[src/rtl/avalon_pipeline_bridge.sv]
// Avalon-MM register stage: 2-entry command FIFO between slave and master ports,
// registered read-data return path and a credit counter capping outstanding reads.
module avalon_pipeline_bridge #(
  parameter int DW          = 32,
  parameter int AW          = 32,
  parameter int MAX_PENDING = 4
) (
  input  logic              wb_clk_i,
  input  logic              wb_rst_ni,
  input  logic [AW-1:0]     s_av_address_i,
  input  logic [DW/8-1:0]   s_av_byteenable_i,
  input  logic              s_av_read_i,
  input  logic              s_av_write_i,
  input  logic [DW-1:0]     s_av_writedata_i,
  output logic              s_av_waitrequest_o,
  output logic [DW-1:0]     s_av_readdata_o,
  output logic              s_av_readdatavalid_o,
  output logic [AW-1:0]     m_av_address_o,
  output logic [DW/8-1:0]   m_av_byteenable_o,
  output logic              m_av_read_o,
  output logic              m_av_write_o,
  output logic [DW-1:0]     m_av_writedata_o,
  output logic [7:0]        m_av_burstcount_o,
  input  logic              m_av_waitrequest_i,
  input  logic [DW-1:0]     m_av_readdata_i,
  input  logic              m_av_readdatavalid_i,
  output logic              resp_err_o
);

  localparam int BW = DW / 8;
  localparam int CW = $clog2(MAX_PENDING + 1);
  localparam int EW = 1 + AW + BW + DW;

  // Entry layout: {we, address, byteenable, writedata}; r_e0 is always the head.
  logic [EW-1:0] r_e0;
  logic [EW-1:0] r_e1;
  logic [1:0]    r_count;
  logic [CW-1:0] r_pending;
  logic          r_rdv;
  logic [DW-1:0] r_rdata;
  logic          r_err;

  logic          w_wait;
  logic          w_we;
  logic          w_push;
  logic          w_pop;
  logic          w_inc;
  logic          w_dec;
  logic          w_spurious;
  logic [EW-1:0] w_new;

  // Stall decision uses registered state only, so no path from m_av_waitrequest_i.
  assign w_wait     = (r_count == 2'd2) | (r_pending == CW'(MAX_PENDING));
  assign w_we       = s_av_write_i;
  assign w_push     = (s_av_read_i | s_av_write_i) & ~w_wait;
  assign w_pop      = (r_count != 2'd0) & ~m_av_waitrequest_i;
  assign w_new      = {w_we, s_av_address_i, s_av_byteenable_i, s_av_writedata_i};
  assign w_inc      = w_push & ~w_we;
  assign w_dec      = r_rdv & (r_pending != {CW{1'b0}});
  assign w_spurious = r_rdv & (r_pending == {CW{1'b0}});

  // Command FIFO; a simultaneous push and pop can only happen with one entry held.
  always_ff @(posedge wb_clk_i or negedge wb_rst_ni) begin
    if (!wb_rst_ni) begin
      r_e0    <= {EW{1'b0}};
      r_e1    <= {EW{1'b0}};
      r_count <= 2'd0;
    end else begin
      case ({w_push, w_pop})
        2'b10: begin
          if (r_count == 2'd0) r_e0 <= w_new;
          else                 r_e1 <= w_new;
          r_count <= r_count + 2'd1;
        end
        2'b01: begin
          r_e0    <= r_e1;
          r_count <= r_count - 2'd1;
        end
        2'b11:   r_e0    <= w_new;
        default: r_count <= r_count;
      endcase
    end
  end

  // Credit counter, sticky spurious-response flag and registered response path.
  always_ff @(posedge wb_clk_i or negedge wb_rst_ni) begin
    if (!wb_rst_ni) begin
      r_pending <= {CW{1'b0}};
      r_err     <= 1'b0;
      r_rdv     <= 1'b0;
      r_rdata   <= {DW{1'b0}};
    end else begin
      case ({w_inc, w_dec})
        2'b10:   r_pending <= r_pending + CW'(1);
        2'b01:   r_pending <= r_pending - CW'(1);
        default: r_pending <= r_pending;
      endcase
      r_err <= r_err | w_spurious;
      r_rdv <= m_av_readdatavalid_i;
      if (m_av_readdatavalid_i) r_rdata <= m_av_readdata_i;
    end
  end

  assign s_av_waitrequest_o   = w_wait;
  assign s_av_readdata_o      = r_rdata;
  assign s_av_readdatavalid_o = r_rdv;
  assign m_av_address_o       = r_e0[EW-2 -: AW];
  assign m_av_byteenable_o    = r_e0[DW +: BW];
  assign m_av_writedata_o     = r_e0[DW-1:0];
  assign m_av_read_o          = (r_count != 2'd0) & ~r_e0[EW-1];
  assign m_av_write_o         = (r_count != 2'd0) & r_e0[EW-1];
  assign m_av_burstcount_o    = 8'h01;
  assign resp_err_o           = r_err;

endmodule

[config.mk]
export PLATFORM = sky130hd
export DESIGN_NAME = avalon_pipeline_bridge
export DESIGN_NICKNAME = d
export VERILOG_FILES = /design/src/rtl/avalon_pipeline_bridge.sv
export SDC_FILE = /design/constraint.sdc
export NUM_CORES = 1
export LEC_CHECK = 0
export ABC_AREA = 1
export CAP_MARGIN = 20
export CORE_ASPECT_RATIO = 1.5
export CORE_MARGIN = 8
export CORE_UTILIZATION = 44
export DETAILED_ROUTE_END_ITERATION = 6
export PLACE_DENSITY = 0.87
export SLEW_MARGIN = 20
export SYNTH_ARGS = -nofsm -noshare
export SYNTH_HDL_FRONTEND = slang
export SYNTH_SLANG_ARGS = --single-unit
export TNS_END_PERCENT = 20
[constraint.sdc]
create_clock -name wb_clk_i -period 2.2 [get_ports wb_clk_i]
set_input_delay 0.44 -clock wb_clk_i [delete_from_list [all_inputs] [get_ports wb_clk_i]]
set_output_delay 0.44 -clock wb_clk_i [all_outputs]
set_load 0.005 [all_outputs]
* Word-level counts from Yosys, hierarchy flattened
Cells that the tools add are included.
Cells by class: add/sub/neg operators 4, equality and inequality tests 8, mux-type cells 4, bitwise gates (word level) 15, reductions and logical operators 9
Operator list (count):
- 69-bit case mux with 3 select lines | 1
- 69-bit 2-to-1 mux | 1
- 2-bit equality test, second input constant | 4
- 1-bit AND | 7
- 3-bit case mux with 2 select lines | 1
- 2-bit nonzero test | 3
- 3-bit nonzero test | 2
- 1-bit inverter | 5
- 2-bit by 1-bit equality test with 1-bit output, second input constant | 2
- 2-bit case mux with 2 select lines | 1
- 2-bit AND reduction | 2
- 3-bit by 1-bit adder with 3-bit output, second input constant | 1
- 3-bit equality test, second input constant | 1
- 3-bit logical NOT | 1
- 1-bit OR | 3
- 3-bit by 1-bit subtractor with 3-bit output, second input constant | 1
- 2-bit by 1-bit adder with 2-bit output, second input constant | 1
- 2-bit logical NOT | 1
- 2-bit != test, second input constant | 1
- 2-bit by 1-bit subtractor with 2-bit output, second input constant | 1
Word-level totals: flip-flop bits (word level) 177, input bits 106, output and inout port bits 113

* Longest topological paths before layout
Gate-level depths: netlist (run 1).
depth after elaboration 7, gate-level depth with buffers 14, depth with buffers taken out 11

* Worst setup path after synthesis (run 1)
No wires, ideal clock.
kind register to register, start point register r_count[0], end point register r_count[1], data arrival time 2.116 ns, required time 2.069 ns, path slack -0.047 ns, stages on the path, launching flop included 14, buffers on the path 4, period minus slack after synthesis 2.247 ns, path through dfrtp_1 -> inv_2 -> nand2_2 -> inv_2 -> or2_1 -> buf_6 -> clkbuf_1 -> inv_1 -> ha_1 -> clkbuf_1 -> buf_2 -> a21oi_1 -> o21ai_0 -> xor2_1
Between the ends: cells in the longest elaborated chain, start to end 6, elaborated cells between the ends (all ways) 12, those cells by class add/sub: 2; eq/ne: 3; mux: 1; bitwise: 4; reduce/logical: 2
RTL lines:
- start, declared | RTL line 37 | logic [1:0] r_count;
- start signal, assigned | RTL line 73 | r_count <= r_count + 2'd1;
- start signal, assigned | RTL line 77 | r_count <= r_count - 2'd1;
- start signal, assigned | RTL line 80 | default: r_count <= r_count;
- 2-bit equality test | RTL line 53 | assign w_wait = (r_count == 2'd2) | (r_pending == CW'(MAX_PENDING));
- 1-bit OR | RTL line 53
- 1-bit inverter | RTL line 55 | assign w_push = (s_av_read_i | s_av_write_i) & ~w_wait;
- 1-bit AND | RTL line 55
- 2-bit by 1-bit equality test with 1-bit output or 2-bit equality test (tied branches) | RTL line 69 | case ({w_push, w_pop})
- 2-bit case mux with 2 select lines or 2-bit nonzero test (tied branches)
Parallel ways exist; a longest one is shown, timed or not. A chain may end at the register's enable or synchronous reset.

* Final worst setup path (run 1)
start point register r_pending[1], end point register r_pending[2]
Between the ends: cells in the longest elaborated chain, start to end 7, elaborated cells between the ends (all ways) 13, those cells by class add/sub: 2; eq/ne: 3; mux: 1; bitwise: 5; reduce/logical: 2
RTL lines:
- start, declared | RTL line 38 | logic [CW-1:0] r_pending;
- start signal, assigned | RTL line 88 | r_pending <= {CW{1'b0}};
- start signal, assigned | RTL line 94 | 2'b10: r_pending <= r_pending + CW'(1);
- start signal, assigned | RTL line 95 | 2'b01: r_pending <= r_pending - CW'(1);
- 3-bit equality test | RTL line 53
- 1-bit OR | RTL line 53
- 1-bit inverter | RTL line 55
- 1-bit AND | RTL line 55
- 1-bit AND | RTL line 58 | assign w_inc = w_push & ~w_we;
- 2-bit by 1-bit equality test with 1-bit output or 2-bit equality test (tied branches) | RTL line 93 | case ({w_inc, w_dec})
- 3-bit case mux with 2 select lines or 2-bit nonzero test (tied branches)
Parallel ways exist; a longest one is shown, timed or not.

==> flow_metrics.py, run 1 <==
metrics = {
    "run_status": {
        "status": "finished, final reports clean",
    },
    "pwr": {
        "switchingPower_uw": 5150,
        "max-vdd-ir-drop_v": 0.000628,
        "pwr-share-seq": 0.383,
        "clockPowerShare": 0.206,
        "leakage_uw": 0.00514,
        "p_comb_frac": 0.411,
        "p_int_uw": 8950,
        "switching_share": 0.365,
        "cellPowerDensity_nw_per_um2": 1300,
    },
    "placement": {
        "hpwl_um": 14900,
        "dpl_cell_area_sq_um": 10200,
        "gp_congestion": 0.788,
        "portBuffers": 210,
        "dpl.cell_count": 1296,
    },
    "routing": {
        "drtPass1Iterations": 5,
        "vias_per_cell": 4.90,
        "drt_wl_total_um": 20900,
        "routedWlPerCell_um": 15.6,
        "initialDrtViolationCount": 374,
        "ant_nets": 0,
        "num_vias": 6537,
        "drcViolationCount": 0,
    },
    "clocking": {
        "numCtsBuffers": 17,
        "cts_buffer_depth": 2,
        "cts_tree": "done",
        "clk_latency_ns": 0.43,
        "cts-root-buf": "clkbuf_16",
        "path_clk_slew_ns": 0.06,
        "clock-sinks": 177,
        "htreeDepth": 4,
    },
    "global_route": {
        "grt_max_degree": 67,
        "grt_pass1_vias": 6779,
        "grt_remaining_overflow": 0,
        "antenna_found_initial": 2,
        "grt.total_usage": 0.181,
        "grt_pass1_wl_um": 33500,
    },
    "final_layout": {
        "final_util": 0.588,
        "final_common_cell": "nand2_1",
        "fin_nets": 1177,
        "syn_to_final_growth_pct": 31.8,
        "drive_above_1_share": 0.0991,
        "fin_area_sq_um": 10800,
        "finalNonFillerCells": 1333,
        "final_cell_mix": "279 x nand2_1, 206 x clkdlybuf4s50_1, 176 x dfrtp_1",
        "nFillCells": 1482,
    },
    "die": {
        "fp.dieW_um": 127,
        "rows": 61,
        "die-area_sq_um": 23300,
        "core-area_sq_um": 18400,
        "ios": 219,
        "floorplan.initialDensity": 0.446,
        "die_h_um": 183,
    },
    "sta": {
        "slew_headroom": 0.592,
        "maxSlewViolCount": 0,
        "fin_crit_ns": 1.97,
        "finClkSkew_ns": 0.0103,
        "finalSetupViolCount": 0,
        "period_share": 0.894,
        "worst_slew_pin_slew_ns": 0.613,
        "rsz0062_at_grt": "false",
        "max_freq_mhz": 508,
        "report.final.hold_viol_count": 0,
        "tns_ns": 0,
    },
    "worst_setup_path": {
        "critPathCaptureType": "flip-flop",
        "crit_arrival_ns": 2.27,
        "cp_max_fo": 2,
        "crit_path_start_kind": "flip-flop",
        "required_ns": 2.50,
        "crit_type": "flip-flop to flip-flop",
    },
    "yosys": {
        "synth_warnings": 0,
        "ys_seq_elements": 177,
        "synthDistinctLibCells": 25,
        "async_flop_share": 1.00,
        "ys.flop_type": "dfrtp_1",
        "seq_area_frac_synth": 0.540,
        "syn-instance-count": 935,
        "synth_edf_count": 0,
        "syn_avg_cell_area_sq_um": 8.77,
        "syn_area_sq_um": 8200,
    },
    "worst_hold_path": {
        "hp-class": "flip-flop to flip-flop",
    },
    "run": {
        "maxCapViolCount": 0,
    },
}
-- cell usage after synthesis (2+ instances only) --
| library cell | instances | area (sq um) |
|---|---|---|
| conb_1 | 2 | 7.51 |
| mux2_2 | 32 | 360 |
| a21oi_1 | 3 | 15.0 |
| buf_1 | 7 | 26.3 |
| buf_6 | 3 | 33.8 |
| xor2_1 | 2 | 17.5 |
| inv_1 | 78 | 293 |
| ha_1 | 3 | 37.5 |
| o21ai_0 | 142 | 711 |
| nand2_1 | 281 | 1050 |
| dfrtp_1 | 177 | 4430 |
| nor2_1 | 3 | 11.3 |
| clkbuf_1 | 33 | 124 |
| buf_2 | 13 | 65.1 |
| nand3_1 | 69 | 345 |
| buf_4 | 76 | 571 |
| inv_2 | 2 | 7.51 |
| xnor2_1 | 2 | 17.5 |
-- per-stage QoR --
stage | total power [uW] | hold slack [ns] | setup slack, ns
finish | 14100 | 0.483 | 0.233
global route | 15100 | 0.500 | 0.0878
CTS | 14200 | 0.489 | -0.00391
detailed placement | 11200 | 0.388 | -0.0433
global placement | 10900 | 0.390 | -0.0319
floorplan | 9030 | 0.144 | 0.0304
-- routing by layer --
layer  GRT usage  routed length, um  part of all wire  vias to the layer above
li1            -                  -                 -                     3131
met1       0.184               7600              0.36                     3147
met2       0.323              11100              0.53                      205
met3      0.0509               1220             0.058                       52
met4       0.105                910             0.044                        2
met5           0                 13           0.00062                        -
-- flip-flops by register name (all words and copies together), names as in the netlist --
register / count
r_e0: 69
s_av_readdatavalid_o: 1
r_count: 2
s_av_readdata_o: 32
resp_err_o: 1
r_e1: 69
r_pending: 3
-- area by class of cell --
cell class	count	area [sq um]	share of cell area
Sequential cell	177	4430	0.410
Tap cell	252	315	0.0292
Inverter	80	300	0.0278
Timing Repair Buffer	239	2480	0.230
Clock buffer	17	425	0.0394
Multi-Input combinational cell	552	2710	0.251
Antenna cell	1	2.50	0.000232
Clock inverter	15	144	0.0133
-- worst paths after layout --
kind                            slack (ns)      endpoint         start  cells past startpoint
worst max-delay path                  0.23  r_pending[2]  r_pending[1]                     11
worst min-delay path                  0.48    resp_err_o    resp_err_o                      1
worst max register to register        0.23  r_pending[2]  r_pending[1]                     11
worst min register to register        0.48    resp_err_o    resp_err_o                      1
max in group asynchronous             1.06      r_e0[64]     wb_rst_ni                      3
min in group asynchronous             0.50      r_e1[11]     wb_rst_ni                      2
-- cell families after synthesis --
logic type / count (synthesis) / share of synthesized area
buffers and inverters: 212 / 0.137
AO/OA/AOI/OAI: 147 / 0.0905
XOR/XNOR: 4 / 0.00427
flip-flops: 177 / 0.540
AND/OR/NAND/NOR: 357 / 0.177
multiplexers: 32 / 0.0439
adder cells (fa/ha/maj): 4 / 0.00702
other: 2 / 0.000916
-- critical path, cell delays in order, from the launching register on --
cell,delay [ns]
dfrtp_1,0.40
nor2_2,0.15
nand2_2,0.08
o21ai_2,0.08
a21oi_1,0.07
nand2_1,0.07
ha_1,0.13
inv_1,0.06
fa_1,0.38
a21oi_1,0.16
o21ai_0,0.12
xor2_1,0.15
-- power by group through the flow --
stage / sequential (uW) / combinational (uW) / clock, uW
final: 5400 / 5800 / 2900
after global routing: 5540 / 6470 / 3100
after CTS: 5390 / 5870 / 2980
after detailed placement: 5420 / 5800 / 0
after global placement: 5350 / 5590 / 0
after floorplan: 5200 / 3830 / 0
-- what timing repair did --
action                                 4_1_cts  5_1_grt
endpoints found under the hold margin       36        0
setup endpoints to repair                    1        3
hold buffers                                 1        0
gates resized for setup                      4        5
setup buffers                                2        1
pin swaps                                    1        1
No activity file was read; power rests on OpenSTA's default activity.
==> run 2: changes to the inputs <==
- CORE_UTILIZATION: 44 -> 43
- PLACE_DENSITY: 0.87 -> 0.85
==> flow_metrics.py, run 2 (same netlist as run 1, synthesis figures left out) <==
metrics = {
    "die": {
        "die_h_um": 185,
        "fp.dieW_um": 129,
        "floorplan.initialDensity": 0.433,
        "core-area_sq_um": 18900,
        "ios": 219,
        "rows": 62,
        "die-area_sq_um": 23800,
    },
    "worst_setup_path": {
        "regToRegSetupSlack_ns": 0.15,
        "required_ns": 1.76,
        "crit_arrival_ns": 1.67,
        "cpMaxStageDelayCell": "clkdlybuf4s50_1",
        "cp_max_fo": 5,
        "cp_common_cell": "inv_2",
        "crit_path_start_kind": "flip-flop",
        "crit_type": "flip-flop to primary output",
        "critPathMaxStageDelay_ns": 0.52,
        "critPathCaptureType": "primary output",
        "rr_worst_depth": 11,
        "crit_chain": "inv_2, nand2_2, inv_2, nor2_1, clkdlybuf4s50_1",
    },
    "placement": {
        "hpwl_um": 14900,
        "portBuffers": 210,
        "dp_slack_ns": -0.0744,
        "gp_congestion": 0.790,
        "dpl_cell_area_sq_um": 10200,
    },
    "pwr": {
        "max-vdd-ir-drop_v": 0.000763,
        "cellPowerDensity_nw_per_um2": 1300,
        "leakage_uw": 0.00508,
        "power.total_uw": 13900,
    },
    "run_status": {
        "status": "finished, final reports clean",
    },
    "sta": {
        "maxSlewViolCount": 0,
        "report.final.hold_viol_count": 0,
        "max_freq_mhz": 474,
        "slew_headroom": 0.650,
        "period_share": 0.959,
        "rsz0062_at_grt": "true",
        "timing.final.ws_setup_ns": 0.0899,
        "finClkSkew_ns": 0.00906,
        "finalSetupViolCount": 0,
        "worst_slew_pin_slew_ns": 0.525,
        "fin_crit_ns": 2.11,
    },
    "routing": {
        "drt_wl_total_um": 20900,
        "drcViolationCount": 0,
        "drtPass1Iterations": 4,
        "initialDrtViolationCount": 310,
        "routedWlPerCell_um": 15.6,
        "num_vias": 6454,
        "ant_nets": 0,
        "vias_per_cell": 4.84,
    },
    "clocking": {
        "path_clk_slew_ns": 0.07,
        "clk_latency_ns": 0.43,
        "cts-root-buf": "clkbuf_16",
        "htreeDepth": 4,
        "cts_buffer_depth": 2,
        "cts_tree": "done",
        "clock-sinks": 177,
        "numCtsBuffers": 17,
    },
    "global_route": {
        "grt_pass1_wl_um": 33600,
        "antenna_found_initial": 0,
        "grt_pass1_vias": 6830,
        "grt_max_degree": 83,
        "grt_remaining_overflow": 0,
        "grt.total_usage": 0.179,
    },
    "final_layout": {
        "fin_nets": 1174,
        "final_common_cell": "nand2_1",
        "final_cell_mix": "280 x nand2_1, 208 x clkdlybuf4s50_1, 176 x dfrtp_1",
        "drive_above_1_share": 0.0938,
        "nFillCells": 1630,
        "syn_to_final_growth_pct": 30.8,
        "fin_area_sq_um": 10700,
        "diodes": 0,
    },
    "run": {
        "maxCapViolCount": 0,
    },
    "worst_hold_path": {
        "hp-class": "flip-flop to flip-flop",
        "hold_depth": 1,
    },
}
run 2: changes by cell type in the layout (fill, tap and decap cells not counted), moves of 2 or more:
cell,delta
inv_8,-5
clkinv_2,+6
dlymetal6s2s_1,-3
buf_12,-3
clkdlybuf4s50_1,+2
run 2: critical path: cells and delay by family, from the launching register on:
| kind | cells | cell delay [ns] |
|---|---|---|
| flip-flops | 1 | 0.41 |
| AND/OR/NAND/NOR | 2 | 0.18 |
| buffers and inverters | 3 | 0.64 |
run 2: repair_timing:
| action | in CTS | in global routing |
|---|---|---|
| endpoints found under the setup margin | 1 | 45 |
| gates resized for setup | 1 | 3 |
| endpoints found under the hold margin | 36 | 0 |
| buffers inserted | 0 | 0 |
| hold buffers | 1 | 0 |
run 2: final timing paths:
| path | to | startpoint |
|---|---|---|
| min | resp_err_o | resp_err_o |
| max in group asynchronous | s_av_readdata_o[22] | wb_rst_ni |
| min reg2reg | resp_err_o | resp_err_o |
| max reg2reg | r_pending[2] | r_pending[1] |
| min in group asynchronous | r_e0[56] | wb_rst_ni |
| max | m_av_write_o | r_count[0] |
run 2: routing by layer:
layer  GRT usage  vias up  part of all wire  routed length (um)
met1       0.183     3079              0.36                7610
met2       0.319      203              0.53               11100
met4      0.0972        0             0.041                 847
li1            -     3123                 -                   -
met3      0.0542       49             0.061                1280
met5           0        -                 0                   0
run 2: layout make-up:
| type | instances | area, sq um | area share |
|---|---|---|---|
| Sequential cell | 177 | 4430 | 0.413 |
| Multi-Input combinational cell | 552 | 2700 | 0.252 |
| Timing Repair Buffer | 236 | 2410 | 0.225 |
| Clock buffer | 18 | 439 | 0.0410 |
| Tap cell | 256 | 320 | 0.0299 |
| Inverter | 80 | 300 | 0.0280 |
| Clock inverter | 14 | 115 | 0.0107 |
run 2: metrics by stage:
stage / cells / util / setup TNS, ns / hold WS (ns)
finish: 1333 / 0.566 / 0 / 0.470
detailed placement: 1300 / 0.536 / -0.122 / 0.405
CTS: 1333 / 0.566 / 0 / 0.474
global placement: 1300 / 0.536 / -0.0243 / 0.400
floorplan: 941 / - / 0 / 0.144
global route: 1333 / 0.566 / -0.0216 / 0.490
run 2: where the power goes:
part	leakage [uW]	switching (uW)	internal [uW]	total (uW)
Clock	0.000276	1270	1580	2860
Combinational	0.00264	2960	2720	5680
Sequential	0.00217	747	4620	5370
